$ cat src/rtl/pipe_pkg.sv
// Shared pipeline definitions: datapath widths, control-word bit layout and the bubble control value.
package pipe_pkg;

  localparam int XLEN   = 32;
  localparam int RA_W   = 5;
  localparam int CTRL_W = 8;

  localparam int CTRL_REG_WRITE  = 0;
  localparam int CTRL_MEM_READ   = 1;
  localparam int CTRL_MEM_WRITE  = 2;
  localparam int CTRL_MEM_TO_REG = 3;
  localparam int CTRL_ALU_SRC    = 4;
  localparam int CTRL_BRANCH     = 5;
  localparam int CTRL_ALU_OP_LSB = 6;
  localparam int CTRL_ALU_OP_W   = 2;

  // All-zero control: no register write, no memory access, no branch.
  localparam logic [CTRL_W-1:0] BUBBLE_CTRL = '0;

endpackage

$ cat src/rtl/sat_counter.sv
// Saturating up-counter with synchronous clear; holds at all-ones instead of wrapping.
module sat_counter #(
  parameter int W = 32
) (
  input  logic         clk,
  input  logic         inc,
  input  logic         clr,
  output logic [W-1:0] count
);

  logic [W-1:0] count_q, count_d;

  always_comb begin
    count_d = count_q;
    if (clr) begin
      count_d = '0;
    end else if (inc && (count_q != '1)) begin
      count_d = count_q + 1'b1;
    end
  end

  always_ff @(posedge clk) begin
    count_q <= count_d;
  end

  assign count = count_q;

endmodule

$ cat src/rtl/id_ex_reg.sv
// ID/EX pipeline register with stall (hold) and flush (bubble); priority rst > flush > stall > load.
// Optional stall/bubble saturating counters built when ID_EX_PERF_CNT_EN is defined.
module id_ex_reg #(
  parameter int XLEN   = pipe_pkg::XLEN,
  parameter int RA_W   = pipe_pkg::RA_W,
  parameter int CTRL_W = pipe_pkg::CTRL_W,
  parameter int CNT_W  = 32
) (
  input  logic              clk,
  input  logic              rst,
  input  logic              stall,
  input  logic              flush,
  input  logic              id_valid,
  input  logic [XLEN-1:0]   id_pc,
  input  logic [XLEN-1:0]   id_rd1,
  input  logic [XLEN-1:0]   id_rd2,
  input  logic [XLEN-1:0]   id_imm,
  input  logic [RA_W-1:0]   id_rs1,
  input  logic [RA_W-1:0]   id_rs2,
  input  logic [RA_W-1:0]   id_rd,
  input  logic [CTRL_W-1:0] id_ctrl,
  output logic              ex_valid,
  output logic [XLEN-1:0]   ex_pc,
  output logic [XLEN-1:0]   ex_rd1,
  output logic [XLEN-1:0]   ex_rd2,
  output logic [XLEN-1:0]   ex_imm,
  output logic [RA_W-1:0]   ex_rs1,
  output logic [RA_W-1:0]   ex_rs2,
  output logic [RA_W-1:0]   ex_rd,
  output logic [CTRL_W-1:0] ex_ctrl
`ifdef ID_EX_PERF_CNT_EN
  ,
  output logic [CNT_W-1:0]  stall_cnt,
  output logic [CNT_W-1:0]  bubble_cnt
`endif
);

  import pipe_pkg::*;

  logic              valid_q, valid_d;
  logic [XLEN-1:0]   pc_q, pc_d, rd1_q, rd1_d, rd2_q, rd2_d, imm_q, imm_d;
  logic [RA_W-1:0]   rs1_q, rs1_d, rs2_q, rs2_d, rd_q, rd_d;
  logic [CTRL_W-1:0] ctrl_q, ctrl_d;
  logic              load_bubble;

  // Bubble whenever reset/flush, or a load of an empty decode slot (id_* may be X then).
  assign load_bubble = rst || flush || (!stall && !id_valid);

  always_comb begin
    valid_d = valid_q;
    pc_d    = pc_q;
    rd1_d   = rd1_q;
    rd2_d   = rd2_q;
    imm_d   = imm_q;
    rs1_d   = rs1_q;
    rs2_d   = rs2_q;
    rd_d    = rd_q;
    ctrl_d  = ctrl_q;
    if (load_bubble) begin
      valid_d = 1'b0;
      pc_d    = '0;
      rd1_d   = '0;
      rd2_d   = '0;
      imm_d   = '0;
      rs1_d   = '0;
      rs2_d   = '0;
      rd_d    = '0;
      ctrl_d  = CTRL_W'(BUBBLE_CTRL);
    end else if (!stall) begin
      valid_d = 1'b1;
      pc_d    = id_pc;
      rd1_d   = id_rd1;
      rd2_d   = id_rd2;
      imm_d   = id_imm;
      rs1_d   = id_rs1;
      rs2_d   = id_rs2;
      rd_d    = id_rd;
      ctrl_d  = id_ctrl;
    end
  end

  always_ff @(posedge clk) begin
    valid_q <= valid_d;
    pc_q    <= pc_d;
    rd1_q   <= rd1_d;
    rd2_q   <= rd2_d;
    imm_q   <= imm_d;
    rs1_q   <= rs1_d;
    rs2_q   <= rs2_d;
    rd_q    <= rd_d;
    ctrl_q  <= ctrl_d;
  end

  assign ex_valid = valid_q;
  assign ex_pc    = pc_q;
  assign ex_rd1   = rd1_q;
  assign ex_rd2   = rd2_q;
  assign ex_imm   = imm_q;
  assign ex_rs1   = rs1_q;
  assign ex_rs2   = rs2_q;
  assign ex_rd    = rd_q;
  assign ex_ctrl  = ctrl_q;

`ifdef ID_EX_PERF_CNT_EN
  logic stall_inc, bubble_inc;

  assign stall_inc  = !rst && stall && !flush;
  assign bubble_inc = !rst && load_bubble;

  sat_counter #(.W(CNT_W)) u_stall_cnt (
    .clk   (clk),
    .inc   (stall_inc),
    .clr   (rst),
    .count (stall_cnt)
  );

  sat_counter #(.W(CNT_W)) u_bubble_cnt (
    .clk   (clk),
    .inc   (bubble_inc),
    .clr   (rst),
    .count (bubble_cnt)
  );
`endif

endmodule

$ cat config.mk
export PLATFORM = sky130hd
export DESIGN_NAME = id_ex_reg
export DESIGN_NICKNAME = d
export VERILOG_FILES = /design/src/rtl/pipe_pkg.sv /design/src/rtl/sat_counter.sv /design/src/rtl/id_ex_reg.sv
export SDC_FILE = /design/constraint.sdc
export NUM_CORES = 1
export LEC_CHECK = 0
export BUFFER_PORTS_ARGS = -buffer_cell sky130_fd_sc_hd__buf_2
export CORE_UTILIZATION = 45
export DETAILED_ROUTE_END_ITERATION = 12
export PLACE_DENSITY = 0.83
export SLEW_MARGIN = 0
export SYNTH_ARGS = -nofsm -noshare
export SYNTH_HDL_FRONTEND = slang
export SYNTH_HIERARCHICAL = 1
export SYNTH_SLANG_ARGS = --single-unit
$ cat constraint.sdc
create_clock -name clk -period 1.2 [get_ports clk]
set_clock_uncertainty 0.1 [all_clocks]
set_input_delay 0.06 -clock clk [delete_from_list [all_inputs] [get_ports clk]]
set_output_delay 0.06 -clock clk [all_outputs]
set_load 0.01 [all_outputs]
==> results.json <==
{
  "cp_data_required_time_ns": 1.44,
  "dr.pass1.iters": 5,
  "cts_setup_buffers": 0,
  "worst-path-max-fanout": 39,
  "maxCapViolations": 0,
  "worstSkewPairLatency_ns": 0.41,
  "arrival_ns": 1.45,
  "r2r_slack_ns": 0.39,
  "finalNetCount": 1262,
  "globalRouteOverflowTotal": 0,
  "layout_worst_path_cycle_share_pct": 101,
  "maxSlewHeadroom_pct": 77.8,
  "fin_ws_ns": -0.00902,
  "first_global_vias": 6788,
  "synth_top_cell_by_area": "dfxtp_1",
  "outcome": "complete, but fails checks",
  "routed.top_layer": "met4",
  "hold_class": "input pin to register",
  "violations": "setup timing",
  "grt_max_degree": 90,
  "cts_sinks": 152,
  "ys_seq_elements": 152,
  "fillers": 784,
  "peakVddDrop_mv": 0.772,
  "drt_wl_total_mm": 22.1,
  "final_cell_mix": "buf_2 (305), dlygate4sd3_1 (154), dfxtp_1 (152)",
  "drt_iter0_markers": 510,
  "fp.dieArea_um2": 14300,
  "seq_area_frac_synth_pct": 49.0,
  "cts_made_buffers": 17,
  "rsz0062_at_grt": "yes",
  "grt_usage_pct": 29.7,
  "drv_slew": 0,
  "slowest_delay_ns": 0.55,
  "seqCellArea_um2": 3040,
  "synth_top_cell_area_share_pct": 49.0,
  "met3_wirelength_mm": 1.80,
  "clk_pin_slew_worst_paths_ns": 0.06,
  "ctsLongestPathBuffers": 2,
  "power_leakage_nw": 4.20,
  "dr_wl_met2_mm": 10.8,
  "multi_input_area_um2": 2800,
  "std_cell_rows": 42,
  "io_buffers": 307,
  "tightestPinTransition_ns": 0.334,
  "hold_violations": 0,
  "syn_avg_cell_area_um2": 9.19,
  "cpLargestDelayFamily": "buffers and inverters",
  "vias_per_cell": 5.24,
  "tns_ns": -0.0136,
  "h-tree-depth": 4,
  "netlist_instances": 675,
  "crit_type": "input pin to register",
  "end_kind": "register",
  "ys_warn_count": 6,
  "die_w_um": 119,
  "cts_tree": "done",
  "layout-drive-gt1-share_pct": 39.5,
  "drcViolationCount": 0,
  "slowest_stage": "dlygate4sd3_1",
  "synthTopCellsByArea": "dfxtp_1 (49%), nand3b_1 (18%), a21oi_2 (11%)",
  "grt_pass1_wl_mm": 33.4,
  "start_util_pct": 46.5,
  "core_area_um2": 13300,
  "cp.buffers_inverters": 3,
  "syn_nets": 831,
  "critPathLaunchType": "input pin",
  "preCtsSetupSlack_ns": 0.146,
  "final_antenna_net_count": 0,
  "clockRootBuffer": "clkbuf_16",
  "syn_area_um2": 6210,
  "antenna_found_initial": 2,
  "max_freq_mhz": 827,
  "hpwl_mm": 11.3,
  "io_pins": 308,
  "num_vias": 6795,
  "die_y_um": 119,
  "ys_types": 13,
  "final_common_cell": "buf_2",
  "globalplace.congestion": 0.777,
  "wl_per_cell_um": 17.0,
  "cp_cell_sequence": "dlygate4sd3_1 > buf_2 > or2_4 > buf_12 > a21oi_1",
  "finalCriticalPeriod_ns": 1.21,
  "areaGrowthSynthToFinish_pct": 62.6,
  "setup_viol": 2,
  "met1Wirelength_mm": 8.53,
  "cellPowerDensity_nw_per_um2": 1250
}
==> flip-flops by register name, summed over array words and instances, names as in the netlist <==
signal	flops
ex_rd	5
ex_valid	1
ex_pc	32
ex_imm	32
ex_rd1	32
ex_ctrl	8
ex_rs1	5
ex_rd2	32
ex_rs2	5
==> metrics by stage <==
| step | power [W] | util, % | hold WS, ns | instances | cell area, um^2 |
|---|---|---|---|---|---|
| global placement | 0.00641 | 58.6 | 0.228 | 1107 | 7820 |
| finish | 0.0127 | 75.6 | 0.105 | 1297 | 10100 |
| CTS | 0.0126 | 75.0 | 0.0879 | 1293 | 10000 |
| detailed placement | 0.00643 | 58.6 | 0.233 | 1107 | 7820 |
| global route | 0.0130 | 75.6 | 0.117 | 1297 | 10100 |
| floorplan | 0.00596 | - | 0.124 | 675 | 6210 |
==> cell usage after synthesis <==
cell	number
a21oi_1	71
a21oi_2	80
buf_1	2
buf_2	39
buf_4	1
buf_6	11
clkbuf_1	14
dfxtp_1	152
mux2i_1	1
nand2_1	151
nand3b_1	151
nor2_1	1
or2_1	1
==> metal layers <==
| layer | vias up | track usage (%) |
|---|---|---|
| li1 | 3154 | - |
| met1 | 3167 | 32.5 |
| met2 | 389 | 51.5 |
| met3 | 85 | 7.71 |
| met4 | 0 | 17.5 |
| met5 | - | 0 |
==> power breakdown <==
part / switching [W] / total (W) / internal [W]
Clock: 0.00213 / 0.00584 / 0.00371
Combinational: 0.000749 / 0.00161 / 0.000862
Sequential: 0.0000581 / 0.00521 / 0.00515
Total: 0.00293 / 0.0127 / 0.00973
==> kinds of logic (layout without fill, tap and decap cells) <==
family	after synthesis	count (layout)	share of synthesized area (%)
AND/OR/NAND/NOR	304	305	27.6
flip-flops	152	152	49.0
AO/OA/AOI/OAI	151	151	17.0
buffers and inverters	67	510	6.23
multiplexers	1	1	0.161
other	0	2	0
==> worst min-delay path, delay by kind of cell <==
| family | cells | cell delay, ns |
|---|---|---|
| AOI/OAI and AO/OA | 1 | 0.05 |
| buffers and inverters | 2 | 0.32 |
| and+or+nand+nor | 1 | 0.13 |
==> path summary, 6_finish.rpt <==
| kind | startpoint | endpoint | cells after the start |
|---|---|---|---|
| max | rst | ex_pc[23] | 5 |
| min | id_valid | ex_rd1[2] | 4 |
| max reg2reg | ex_ctrl[3] | ex_ctrl[3] | 2 |
| min reg2reg | ex_imm[16] | ex_imm[16] | 2 |
==> final cells by class <==
cell class                 count  share of cell area, %
timing repair buffer         478                   33.4
sequential                   152                   30.1
multi-input combinational    457                   27.8
clock buffer                  22                   4.80
tap                          176                   2.18
clock inverter                10                   1.64
antenna                        2                 0.0496
==> what timing repair did <==
item | in CTS | in global routing
endpoints found under the hold margin | 151 | 0
resized for setup | 0 | 11
hold buffers | 154 | 0
setup endpoints to repair | 0 | 70
Note: power is estimated with default switching activity, not from simulation.
